[config.mk]
export PLATFORM = sky130hd
export DESIGN_NAME = twiddle_rom_seq
export DESIGN_NICKNAME = d
export VERILOG_FILES = /design/src/rtl/twiddle_rom_seq_pkg.sv /design/src/rtl/twiddle_rom_seq_lut.sv /design/src/rtl/twiddle_rom_seq.sv
export SDC_FILE = /design/constraint.sdc
export NUM_CORES = 1
export LEC_CHECK = 0
export CORE_MARGIN = 3
export CORE_UTILIZATION = 62
export DETAILED_ROUTE_END_ITERATION = 8
export PLACE_DENSITY = 0.86
export RECOVER_POWER = 25
export REMOVE_ABC_BUFFERS = 1
export SYNTH_ARGS = -nofsm -noshare
export SYNTH_HDL_FRONTEND = slang
export SYNTH_HIERARCHICAL = 1
export SYNTH_SLANG_ARGS = --single-unit
[constraint.sdc]
create_clock -name CLK -period 5.3 [get_ports CLK]
set_clock_uncertainty 0.1 [all_clocks]
set_input_delay 1.325 -clock CLK [delete_from_list [all_inputs] [get_ports CLK]]
set_output_delay 1.325 -clock CLK [all_outputs]
set_load 0.01 [all_outputs]
[src/rtl/twiddle_rom_seq_pkg.sv]
// rtl/twiddle_rom_seq_pkg.sv - sfp word format, FSM states and default 4x8 twiddle table
package twiddle_rom_seq_pkg;

  // sfp word: sign at MSB, then 4-bit exponent (bias 8), then 4-bit mantissa; zero is all-zero bits
  localparam int SFP_NB       = 9;
  localparam int SFP_SIGN_BIT = SFP_NB - 1;

  // Default table geometry: LANES=4, GROUPS=8
  localparam int TW_DEPTH = 32;
  localparam int TW_IDXW  = 5;

  typedef enum logic {
    ST_IDLE = 1'b0,
    ST_RUN  = 1'b1
  } twrom_state_e;

  // Entry g*4+j = {real, imag} of W_32^(g*(3-j)); the highest lane always carries W^0
  localparam logic [2*SFP_NB-1:0] TW_TABLE [TW_DEPTH] = '{
    {9'h080, 9'h000}, {9'h080, 9'h000}, {9'h080, 9'h000}, {9'h080, 9'h000},
    {9'h07B, 9'h172}, {9'h07E, 9'h168}, {9'h07F, 9'h159}, {9'h080, 9'h000},
    {9'h068, 9'h17E}, {9'h077, 9'h177}, {9'h07E, 9'h168}, {9'h080, 9'h000},
    {9'h159, 9'h17F}, {9'h068, 9'h17E}, {9'h07B, 9'h172}, {9'h080, 9'h000},
    {9'h177, 9'h177}, {9'h000, 9'h180}, {9'h077, 9'h177}, {9'h080, 9'h000},
    {9'h17F, 9'h159}, {9'h168, 9'h17E}, {9'h072, 9'h17B}, {9'h080, 9'h000},
    {9'h17E, 9'h068}, {9'h177, 9'h177}, {9'h068, 9'h17E}, {9'h080, 9'h000},
    {9'h172, 9'h07B}, {9'h17E, 9'h168}, {9'h059, 9'h17F}, {9'h080, 9'h000}
  };

endpackage

[src/rtl/twiddle_rom_seq_lut.sv]
// rtl/twiddle_rom_seq_lut.sv - twiddle_lut: combinational index to {real, imag} sfp word lookup
module twiddle_lut
  import twiddle_rom_seq_pkg::*;
#(
  parameter int NB   = SFP_NB,
  parameter int IDXW = TW_IDXW
) (
  input  logic [IDXW-1:0] idx_i,
  output logic [NB-1:0]   re_o,
  output logic [NB-1:0]   im_o
);

  logic [TW_IDXW-1:0]  tidx;
  logic [2*SFP_NB-1:0] entry;
  logic [SFP_NB-1:0]   re_w;
  logic [SFP_NB-1:0]   im_w;

  if (IDXW >= TW_IDXW) begin : g_idx_trunc
    assign tidx = idx_i[TW_IDXW-1:0];
  end else begin : g_idx_ext
    assign tidx = {{(TW_IDXW-IDXW){1'b0}}, idx_i};
  end

  // Table read; indices beyond the stored table read as zero
  always_comb begin
    entry = '0;
    if (int'(idx_i) < TW_DEPTH) begin
      entry = TW_TABLE[tidx];
    end
  end

  assign re_w = entry[2*SFP_NB-1:SFP_NB];
  assign im_w = entry[SFP_NB-1:0];

  // Other word widths keep the sign at MSB and the exponent on top; the mantissa is extended or cut
  if (NB == SFP_NB) begin : g_nb_same
    assign re_o = re_w;
    assign im_o = im_w;
  end else if (NB > SFP_NB) begin : g_nb_wide
    assign re_o = {re_w, {(NB-SFP_NB){1'b0}}};
    assign im_o = {im_w, {(NB-SFP_NB){1'b0}}};
  end else begin : g_nb_narrow
    assign re_o = re_w[SFP_NB-1 -: NB];
    assign im_o = im_w[SFP_NB-1 -: NB];
  end

endmodule

[src/rtl/twiddle_rom_seq.sv]
// rtl/twiddle_rom_seq.sv - twiddle group sequencer with EN stall, optional loop; TWROM_CONJ_EN adds INV conjugation
module twiddle_rom_seq
  import twiddle_rom_seq_pkg::*;
#(
  parameter int NB     = SFP_NB,
  parameter int LANES  = 4,
  parameter int GROUPS = 8,
  parameter int LOOP   = 0,
  localparam int CW    = (GROUPS > 1) ? $clog2(GROUPS) : 1,
  localparam int IDXW  = (LANES * GROUPS > 1) ? $clog2(LANES * GROUPS) : 1
) (
  input  logic                CLK,
  input  logic                RST,
  input  logic                START,
  input  logic                EN,
`ifdef TWROM_CONJ_EN
  input  logic                INV,
`endif
  output logic [NB*LANES-1:0] OR,
  output logic [NB*LANES-1:0] OI,
  output logic                OVALID,
  output logic                OLAST,
  output logic [CW-1:0]       OIDX
);

  localparam logic [CW-1:0] LAST_CNT = CW'(GROUPS - 1);

  twrom_state_e        state_q, state_d;
  logic [CW-1:0]       cnt_q, cnt_d;
  logic [CW-1:0]       oidx_q, oidx_d;
  logic [NB*LANES-1:0] or_q, or_d;
  logic [NB*LANES-1:0] oi_q, oi_d;
  logic                ovalid_q, ovalid_d;
  logic                olast_q, olast_d;
  logic [NB*LANES-1:0] grp_re;
  logic [NB*LANES-1:0] grp_im;

`ifdef TWROM_CONJ_EN
  localparam logic [NB-1:0] SIGN_MASK = {1'b1, {(NB-1){1'b0}}};
`endif

  for (genvar j = 0; j < LANES; j++) begin : g_lane
    logic [IDXW-1:0] idx;
    logic [NB-1:0]   re_w;
    logic [NB-1:0]   im_w;

    assign idx = IDXW'(cnt_q) * IDXW'(LANES) + IDXW'(j);

    twiddle_lut #(
      .NB   (NB),
      .IDXW (IDXW)
    ) u_lut (
      .idx_i (idx),
      .re_o  (re_w),
      .im_o  (im_w)
    );

    assign grp_re[j*NB +: NB] = re_w;
`ifdef TWROM_CONJ_EN
    // Inverse mode negates the imaginary part; zero stays zero rather than becoming negative zero
    assign grp_im[j*NB +: NB] = (INV && (im_w != '0)) ? (im_w ^ SIGN_MASK) : im_w;
`else
    assign grp_im[j*NB +: NB] = im_w;
`endif
  end

  // Next state: START restarts without touching outputs, EN loads the addressed group, otherwise hold
  always_comb begin
    state_d  = state_q;
    cnt_d    = cnt_q;
    oidx_d   = oidx_q;
    or_d     = or_q;
    oi_d     = oi_q;
    ovalid_d = ovalid_q;
    olast_d  = olast_q;
    case (state_q)
      ST_IDLE: begin
        ovalid_d = 1'b0;
        if (START) begin
          cnt_d   = '0;
          state_d = ST_RUN;
        end
      end
      ST_RUN: begin
        if (START) begin
          cnt_d = '0;
        end else if (EN) begin
          or_d     = grp_re;
          oi_d     = grp_im;
          oidx_d   = cnt_q;
          ovalid_d = 1'b1;
          olast_d  = (cnt_q == LAST_CNT);
          if (cnt_q == LAST_CNT) begin
            cnt_d = '0;
            if (LOOP == 0) begin
              state_d = ST_IDLE;
            end
          end else begin
            cnt_d = cnt_q + CW'(1);
          end
        end
      end
      default: state_d = ST_IDLE;
    endcase
  end

  // State, counter and output registers; reset clears everything at once
  always_ff @(posedge CLK or negedge RST) begin
    if (!RST) begin
      state_q  <= ST_IDLE;
      cnt_q    <= '0;
      oidx_q   <= '0;
      or_q     <= '0;
      oi_q     <= '0;
      ovalid_q <= 1'b0;
      olast_q  <= 1'b0;
    end else begin
      state_q  <= state_d;
      cnt_q    <= cnt_d;
      oidx_q   <= oidx_d;
      or_q     <= or_d;
      oi_q     <= oi_d;
      ovalid_q <= ovalid_d;
      olast_q  <= olast_d;
    end
  end

  assign OR     = or_q;
  assign OI     = oi_q;
  assign OVALID = ovalid_q;
  assign OLAST  = olast_q;
  assign OIDX   = oidx_q;

endmodule

==> results.cfg, run 1 <==
[run_status]
outcome = finished, violations left
violations = capacitance limit, slew limit

[place]
gp_congestion = 0.8492
dp_slack_ns = 1.590
numPortBuffers = 80
post-dp-hpwl_mm = 8.474

[pwr]
power_density_nw_per_um2 = 248.6
p_leak_nw = 3.217
ir_worst_vdd_v = 0.0001343
p_clk_frac = 0.258
p_sw_w = 0.0005261
p_comb_frac = 0.305
p_int_w = 0.001214
netSwitchingFraction = 0.3024
p_seq_frac = 0.437

[logic_synthesis]
synth_common_cells = dfrtp_1 (81), mux2_4 (40), mux2_2 (39)
synth-seq-area-share = 0.3376
synth.most_common_cell = dfrtp_1
ys_async_sr_fraction = 1.000
synth_edf_count = 0
synth_top_area_cell = dfrtp_1
ys_top_cells_by_area = dfrtp_1 (34%), mux2_4 (10%), mux2_2 (7.3%), ha_1 (4.0%), mux2i_1 (3.3%)
synth_cells = 588
synth_top_cell_area_share = 0.3376
ys_seq_elements = 81
synth.distinct_cells = 65
ys_warn_count = 6
synth_area_um2 = 6003
synth_area_per_cell_um2 = 10.21
synth_flop_cell = dfrtp_1

[sta]
rsz0062_at_grt = false
fin_tns_setup_ns = 0
slew-limit-headroom = -0.3370
setup_viol = 0
worst_slew_pin_slew_ns = 2.006
timing.fmax_ghz = 0.2994
slew_violations = 82
period_share = 0.6302
hold_viol_final = 0
worst_slack_ns = 1.960
fin_crit_ns = 3.340

[final_layout]
nNetsFinal = 710
drive_gt1_frac = 0.1734
syn_to_final_growth_pct = 16.59
diodes = 0

[clock_tree]
cts.sinks = 81
cts_root_buffer = clkbuf_8
clk_latency_ns = 0.36
clk_pin_slew_ns = 0.09
cts_hold_buf = 0
post_cts_resized = 0
htree_levels = 3
numCtsBuffers = 9
tritoncts = done
clockBufferDepth = 2
postCtsSetupRepairBufs = 0

[critical_path]
critical_path.startpoint = EN
r2r_setup_slack_ns = 2.50
cp_data_arrival_time_ns = 3.49
cp-end-kind = register
critical_path_class = input pin to register
path_buf_inv = 2
cp-start-kind = input pin
crit_family = buffers and inverters
reg2reg_from = cnt_q[2]$_DFFE_PN0P_
max_stage_delay_ns = 0.69
worstPathCellList = clkdlybuf4s50_1 -> nand3b_4 -> buf_4 -> mux2_4
worstPathMaxFanout = 45
cp_slowest_cell = clkdlybuf4s50_1
crit_required_ns = 5.45

[floorplan]
ios = 81
fp-row-count = 35
die-height_um = 104.4
initial_utilization = 0.6436
die_w_um = 104.4
dieArea_um2 = 10900
coreArea_um2 = 9328

[flow_run]
maxCapViolations = 1

[routing]
first_pass_iters = 5
drcViolationCount = 0
vias_per_cell = 5.706
drt.antenna.violating_nets = 0
routed_wl_mm = 12.94
wl_per_cell_um = 15.76
first_iter_violations = 216
num_vias = 4685

[min_path]
hp-start = OVALID$_DFFE_PN0P_
hp-class = register to register

[global_route]
track_usage = 0.2420
grt_pass1_wl_mm = 22.11
grt_use_met1 = 0.3246
grt_max_degree = 82
antenna_found_initial = 0
gr-total-overflow = 0
use_met3 = 0.04407
busiest_layer = met2
use_met2 = 0.4022
grt_pass1_vias = 4582
-- logic make-up after synthesis --
kind of cell	synth area share
flip-flops	0.3376
adder cells (fa/ha/maj)	0.03960
multiplexers	0.2103
other	0.001251
XOR/XNOR	0.005835
buffers and inverters	0.08087
AND/OR/NAND/NOR	0.1376
AO/OA/AOI/OAI	0.1870
-- metrics by stage --
step / hold slack, ns / std cells / power, W / instance area [um^2] / util
floorplan: 0.4305 / 591 / 0.001067 / 5811 / -
finish: 0.4028 / 821 / 0.001740 / 6999 / 0.7504
global placement: 0.3849 / 805 / 0.001270 / 6814 / 0.7305
global route: 0.4269 / 821 / 0.001830 / 6999 / 0.7504
CTS: 0.4113 / 821 / 0.001742 / 7002 / 0.7506
detailed placement: 0.3873 / 805 / 0.001288 / 6814 / 0.7305
-- placed cells by master, fill, tap and decap left out, types with 7 or more instances in the layout --
master           count
mux2_4              40
nand3_1              8
mux2i_1             20
nand2_1             12
a31oi_1             14
o21ai_0             29
clkdlybuf4s50_1     79
a21oi_1             34
nor2b_1             23
and3_1               7
inv_1               18
nand2b_1            25
clkbuf_8             9
ha_1                19
nor2_1              26
and2_1               7
mux2_2              39
conb_1              59
dfrtp_1             78
a21o_1              10
a22oi_1              8
-- final cells by class --
type / count / area [um^2]
clock buffers: 11 / 131.4
clock inverters: 5 / 56.30
multi-input cells: 489 / 3705
flip-flops and latches: 81 / 2033
repair buffers: 85 / 833.3
fillers: 696 / 2328
inverters: 21 / 78.83
well taps: 129 / 161.4
-- per-layer routing --
metal	vias up	wire length [um]	part of all wire
met2	136	6328	0.49
li1	2260	-	-
met1	2268	5843	0.45
met4	0	177	0.014
met5	-	0	0
met3	21	588	0.045
-- flip-flops by register name, summed over array words and instances (netlist names) --
name / cells
OVALID: 1
state_q: 1
cnt_q: 3
OIDX: 3
OLAST: 1
OR: 36
OI: 36
-- worst paths after layout --
path,depth (start not counted),endpoint
min in group asynchronous,1,OR[20]$_DFFE_PN0P_
max in group asynchronous,1,cnt_q[1]$_DFFE_PN0P_
setup / recovery,4,OI[23]$_DFFE_PN0P_
hold / removal,1,OVALID$_DFFE_PN0P_
setup reg to reg,5,OR[8]$_DFFE_PN0P_
hold reg to reg,1,OVALID$_DFFE_PN0P_
-- power groups by stage --
stage	Combinational, W	Clock (W)	Sequential, W
after floorplan	0.000261	0	0.000806
final	0.000530	0.000449	0.000761
after detailed placement	0.000517	0	0.000771
after CTS	0.000519	0.000462	0.000761
after global routing	0.000575	0.000481	0.000774
after global placement	0.000503	0	0.000767
-- worst register-to-register path, cell delays in order (launching register included) --
cell and delay [ns]:
dfrtp_2 0.95, buf_4 0.64, and2b_1 0.32, a22o_1 0.19
a22o_1 0.23, mux2_4 0.26
Note: power is estimated with default switching activity, not from simulation.
==> run 2: changes to the inputs <==
--- a/config.mk
+++ b/config.mk
@@ -6,9 +6,9 @@
 export NUM_CORES = 1
 export LEC_CHECK = 0
 export CORE_MARGIN = 3
-export CORE_UTILIZATION = 62
+export CORE_UTILIZATION = 52
 export DETAILED_ROUTE_END_ITERATION = 8
-export PLACE_DENSITY = 0.86
+export PLACE_DENSITY = 0.76
 export RECOVER_POWER = 25
 export REMOVE_ABC_BUFFERS = 1
 export SYNTH_ARGS = -nofsm -noshare
==> constraint.sdc (replaced) <==
create_clock -name CLK -period 2.8 [get_ports CLK]
set_clock_uncertainty 0.1 [all_clocks]
set_input_delay 0.7 -clock CLK [delete_from_list [all_inputs] [get_ports CLK]]
set_output_delay 0.7 -clock CLK [all_outputs]
set_load 0.01 [all_outputs]
==> run 2 against run 1 <==
The run now ends clean. Sequential power is 89% higher. Count of clock-buffer cells in the layout unchanged. First-iteration DRC count increased by 26%. Sequential share of layout area down 0.91 points. Combinational power rose by 92%. Via count grew 1.5%. Design area grew 3.2%. Hold slack got worse by 0.0015 ns. Highest routed layer unchanged.
==> results.cfg, run 2 (synthesized netlist as in run 1, its figures left out) <==
[routing]
wirelength_met1_mm = 6.119
routed-wl-met3_um = 626
routed_wl_mm = 12.96
vias_per_cell = 5.638
drt.antenna.violating_nets = 0
wl_met2_mm = 5.922
num_vias = 4753
highest_layer = met4
drcViolationCount = 0
first_iter_violations = 273
wl_per_cell_um = 15.37
first_pass_iters = 5

[critical_path]
cp_slowest_cell = dfrtp_4
critical_path_class = register to register
path_common_cell = buf_4
worstPathCellList = buf_4 -> buf_4 -> inv_1 -> a211o_1 -> a21oi_1 -> mux2_2
cp_data_arrival_time_ns = 2.38
crit_family = flip-flops
cp-start-kind = register
max_stage_delay_ns = 0.86
cp-end-kind = register
path_buf_inv = 3
crit_required_ns = 2.98
worstPathMaxFanout = 69

[sta]
timing.fmax_ghz = 0.4558
slew-limit-headroom = 0.3054
hold_slack_ns = 0.4013
fin_tns_setup_ns = 0
rsz0062_at_grt = false
worst_slew_pin_slew_ns = 1.042
setup_viol = 0
fin_crit_ns = 2.194
period_share = 0.7835
hold_viol_final = 0
slew_violations = 0

[clock_tree]
cts_root_buffer = clkbuf_16
clk_pin_slew_ns = 0.06
post_cts_resized = 0
clk_latency_ns = 0.34
cts_hold_buf = 0
htree_levels = 3
cts.sinks = 81
clockBufferDepth = 2
tritoncts = done
numCtsBuffers = 9
postCtsSetupRepairBufs = 0

[global_route]
track_usage = 0.2048
grt_pass1_vias = 4564
grt_pass1_wl_mm = 21.80
grt_max_degree = 70
antenna_found_initial = 0
gr-total-overflow = 0

[place]
numPortBuffers = 80
gp_congestion = 0.8815
post-dp-hpwl_mm = 9.212
placed_cell_area_um2 = 6980

[pwr]
power_density_nw_per_um2 = 488.2
total_power_w = 0.003527
p_leak_nw = 3.340
ir_worst_vdd_v = 0.0002577

[flow_run]
maxCapViolations = 0

[final_layout]
final_common_cell = clkdlybuf4s50_1
final_cell_mix = clkdlybuf4s50_1 (79), dfrtp_1 (78), conb_1 (59), mux2_4 (40), mux2_2 (39)
nNetsFinal = 722
fill_cells = 912
syn_to_final_growth_pct = 20.36
drive_gt1_frac = 0.1878
final_area_um2 = 7226
diodes = 0

[floorplan]
die-height_um = 113.4
coreArea_um2 = 11080
dieArea_um2 = 12870
ios = 81
fp-row-count = 38
initial_utilization = 0.5419
die_w_um = 113.4

[run_status]
outcome = finished clean

[min_path]
hp-class = register to register
[run 2: stage by stage]
step                setup slack (ns)  instances    util
global route                  0.2380        843  0.6522
detailed placement            0.3141        828  0.6301
finish                        0.6062        843  0.6522
global placement              0.3757        828  0.6301
floorplan                    -0.5898        591       -
CTS                           0.6008        843  0.6538
[run 2: cell type report]
class / count / area [um^2] / share of cell area
multi-input cells: 489 / 3705 / 0.5127
flip-flops and latches: 81 / 2033 / 0.2814
repair buffers: 97 / 970.9 / 0.1344
clock buffers: 11 / 242.7 / 0.03359
well taps: 140 / 175.2 / 0.02424
inverters: 21 / 78.83 / 0.01091
clock inverters: 4 / 20.02 / 0.002771
[run 2: path summary, 6_finish.rpt]
kind / endpoint / slack, ns / startpoint / cells past startpoint
max: OR[21]$_DFFE_PN0P_ / 0.61 / cnt_q[1]$_DFFE_PN0P_ / 6
max in group asynchronous: OI[10]$_DFFE_PN0P_ / 0.64 / RST / 2
min in group asynchronous: OI[2]$_DFFE_PN0P_ / 0.41 / RST / 1
min: OVALID$_DFFE_PN0P_ / 0.40 / OVALID$_DFFE_PN0P_ / 1
max reg2reg: OR[21]$_DFFE_PN0P_ / 0.61 / cnt_q[1]$_DFFE_PN0P_ / 6
min reg2reg: OVALID$_DFFE_PN0P_ / 0.40 / OVALID$_DFFE_PN0P_ / 1
[run 2: per-layer routing]
metal  track usage  vias to the layer above
met5             0                        -
met4       0.08093                        0
met3       0.03395                       24
met2        0.3227                      146
met1        0.2832                     2284
li1              -                     2299
[run 2: power by group]
group          internal [W]  leakage, nW  switching (W)
Combinational      0.000586         2.15       0.000435
Sequential          0.00132         1.06       0.000119
Clock              0.000613        0.135       0.000455
Total               0.00252         3.34        0.00101
==> run 3: changes to the inputs <==
--- a/config.mk
+++ b/config.mk
@@ -6,9 +6,9 @@
 export NUM_CORES = 1
 export LEC_CHECK = 0
 export CORE_MARGIN = 3
-export CORE_UTILIZATION = 52
+export CORE_UTILIZATION = 57
 export DETAILED_ROUTE_END_ITERATION = 8
-export PLACE_DENSITY = 0.76
+export PLACE_DENSITY = 0.79
 export RECOVER_POWER = 25
 export REMOVE_ABC_BUFFERS = 1
 export SYNTH_ARGS = -nofsm -noshare
==> constraint.sdc (replaced) <==
create_clock -name CLK -period 2.2 [get_ports CLK]
set_clock_uncertainty 0.1 [all_clocks]
set_input_delay 0.55 -clock CLK [delete_from_list [all_inputs] [get_ports CLK]]
set_output_delay 0.55 -clock CLK [all_outputs]
set_load 0.01 [all_outputs]
==> run 3 against run 2 <==
Combinational power rose by 31%. Total power rose by 17%. Register-to-register slack lost 0.37 ns. Utilization up 6.9 points. Sequential power grew 26%. Hold slack worse by 0.16 ns. First-iteration DRC count is 18% lower. Critical path type is now register to output pin.
==> results.cfg, run 3 (synthesized netlist as in run 1, its figures left out) <==
[critical_path]
crit_family = buffers and inverters
worstPathCellList = clkdlybuf4s50_1
max_stage_delay_ns = 0.56
cp_data_arrival_time_ns = 1.35
crit_required_ns = 1.55
cp.depth = 1
rr_worst_depth = 4
cp-end-kind = output pin
cp-start-kind = register
worstPathMaxFanout = 2
critical_path_class = register to output pin
path_buf_inv = 1
cp_slowest_cell = clkdlybuf4s50_1

[routing]
first_pass_iters = 5
drt.antenna.violating_nets = 0
first_iter_violations = 224
num_vias = 4702
wl_per_cell_um = 15.22
vias_per_cell = 5.564
drcViolationCount = 0
wirelength_met1_mm = 5.974
routed_wl_mm = 12.86
wl_met2_mm = 6.073
routed-wl-met3_um = 645
highest_layer = met4

[final_layout]
fin_util = 0.7217
drive_gt1_frac = 0.1966
diodes = 0
instances_no_fill = 845
nNetsFinal = 730
final_common_cell = clkdlybuf4s50_1
final_cell_mix = clkdlybuf4s50_1 (79), dfrtp_1 (78), conb_1 (59), mux2_4 (40), mux2_2 (39)
syn_to_final_growth_pct = 20.22

[global_route]
antenna_found_initial = 0
gr-total-overflow = 0
track_usage = 0.2339
grt_max_degree = 42
grt_pass1_wl_mm = 22.10
grt_pass1_vias = 4614

[floorplan]
ios = 81
die_w_um = 108.6
coreArea_um2 = 10000
dieArea_um2 = 11800
die-height_um = 108.6
fp-row-count = 36
initial_utilization = 0.6004

[sta]
timing.fmax_ghz = 0.4990
setup_viol = 0
worst_slew_pin_slew_ns = 1.026
slew_violations = 0
hold_viol_final = 0
period_share = 0.9108
fin_tns_setup_ns = 0
hold_slack_ns = 0.2424
rsz0062_at_grt = false
fin_crit_ns = 2.004
slew-limit-headroom = 0.3162

[clock_tree]
post_cts_resized = 0
numCtsBuffers = 9
cts_root_buffer = clkbuf_8
clk_pin_slew_ns = 0.08
clk_latency_ns = 0.38
clockBufferDepth = 2
cts.sinks = 81
postCtsSetupRepairBufs = 0
cts_hold_buf = 0
tritoncts = done
htree_levels = 3

[pwr]
p_leak_nw = 3.345
ir_worst_vdd_v = 0.0004734
power_density_nw_per_um2 = 570.5

[place]
dp.cells = 829
numPortBuffers = 80
gp_congestion = 0.8780
post-dp-hpwl_mm = 9.136

[run_status]
outcome = finished clean

[flow_run]
maxCapViolations = 0

[min_path]
hp-class = input pin to asynchronous set/reset pin
-- run 3: area by class of cell --
cell class,count,area (um^2)
fill,775,2783
multi-input combinational,489,3705
sequential,81,2033
clock buffer,12,145.1
clock inverter,4,20.02
timing repair buffer,105,1069
tap,133,166.4
inverter,21,78.83
-- run 3: final timing paths --
path	to	from	slack [ns]
max	OI[25]	OI[25]$_DFFE_PN0P_	0.20
max in group asynchronous	OR[15]$_DFFE_PN0P_	RST	0.53
min reg2reg	OVALID$_DFFE_PN0P_	OVALID$_DFFE_PN0P_	0.40
min	OI[4]$_DFFE_PN0P_	RST	0.24
min in group CLK	OVALID$_DFFE_PN0P_	OVALID$_DFFE_PN0P_	0.40
max reg2reg	OR[4]$_DFFE_PN0P_	cnt_q[0]$_DFFE_PN0P_	0.24
-- run 3: layer usage --
| metal | vias to the layer above | GRT usage |
|---|---|---|
| li1 | 2309 | - |
| met3 | 15 | 0.05921 |
| met4 | 0 | 0.07033 |
| met5 | - | 0 |
| met1 | 2265 | 0.3147 |
| met2 | 113 | 0.3733 |
-- run 3: through the flow --
step           power, W  cell area [um^2]  worst slack [ns]
2_1_floorplan  0.002572              5811            -1.190
5_1_grt        0.004360              7217            0.1231
3_5_place_dp   0.003146              7069            0.1150
3_3_place_gp   0.003115              7069            0.1579
4_1_cts        0.004141              7234            0.1803
6_report       0.004117              7217            0.1962
-- run 3: report_power, final --
part	total, W	switching, W	internal, W
clock network	0.000974	0.000541	0.000434
logic	0.00134	0.000573	0.000763
registers	0.00181	0.000131	0.00168
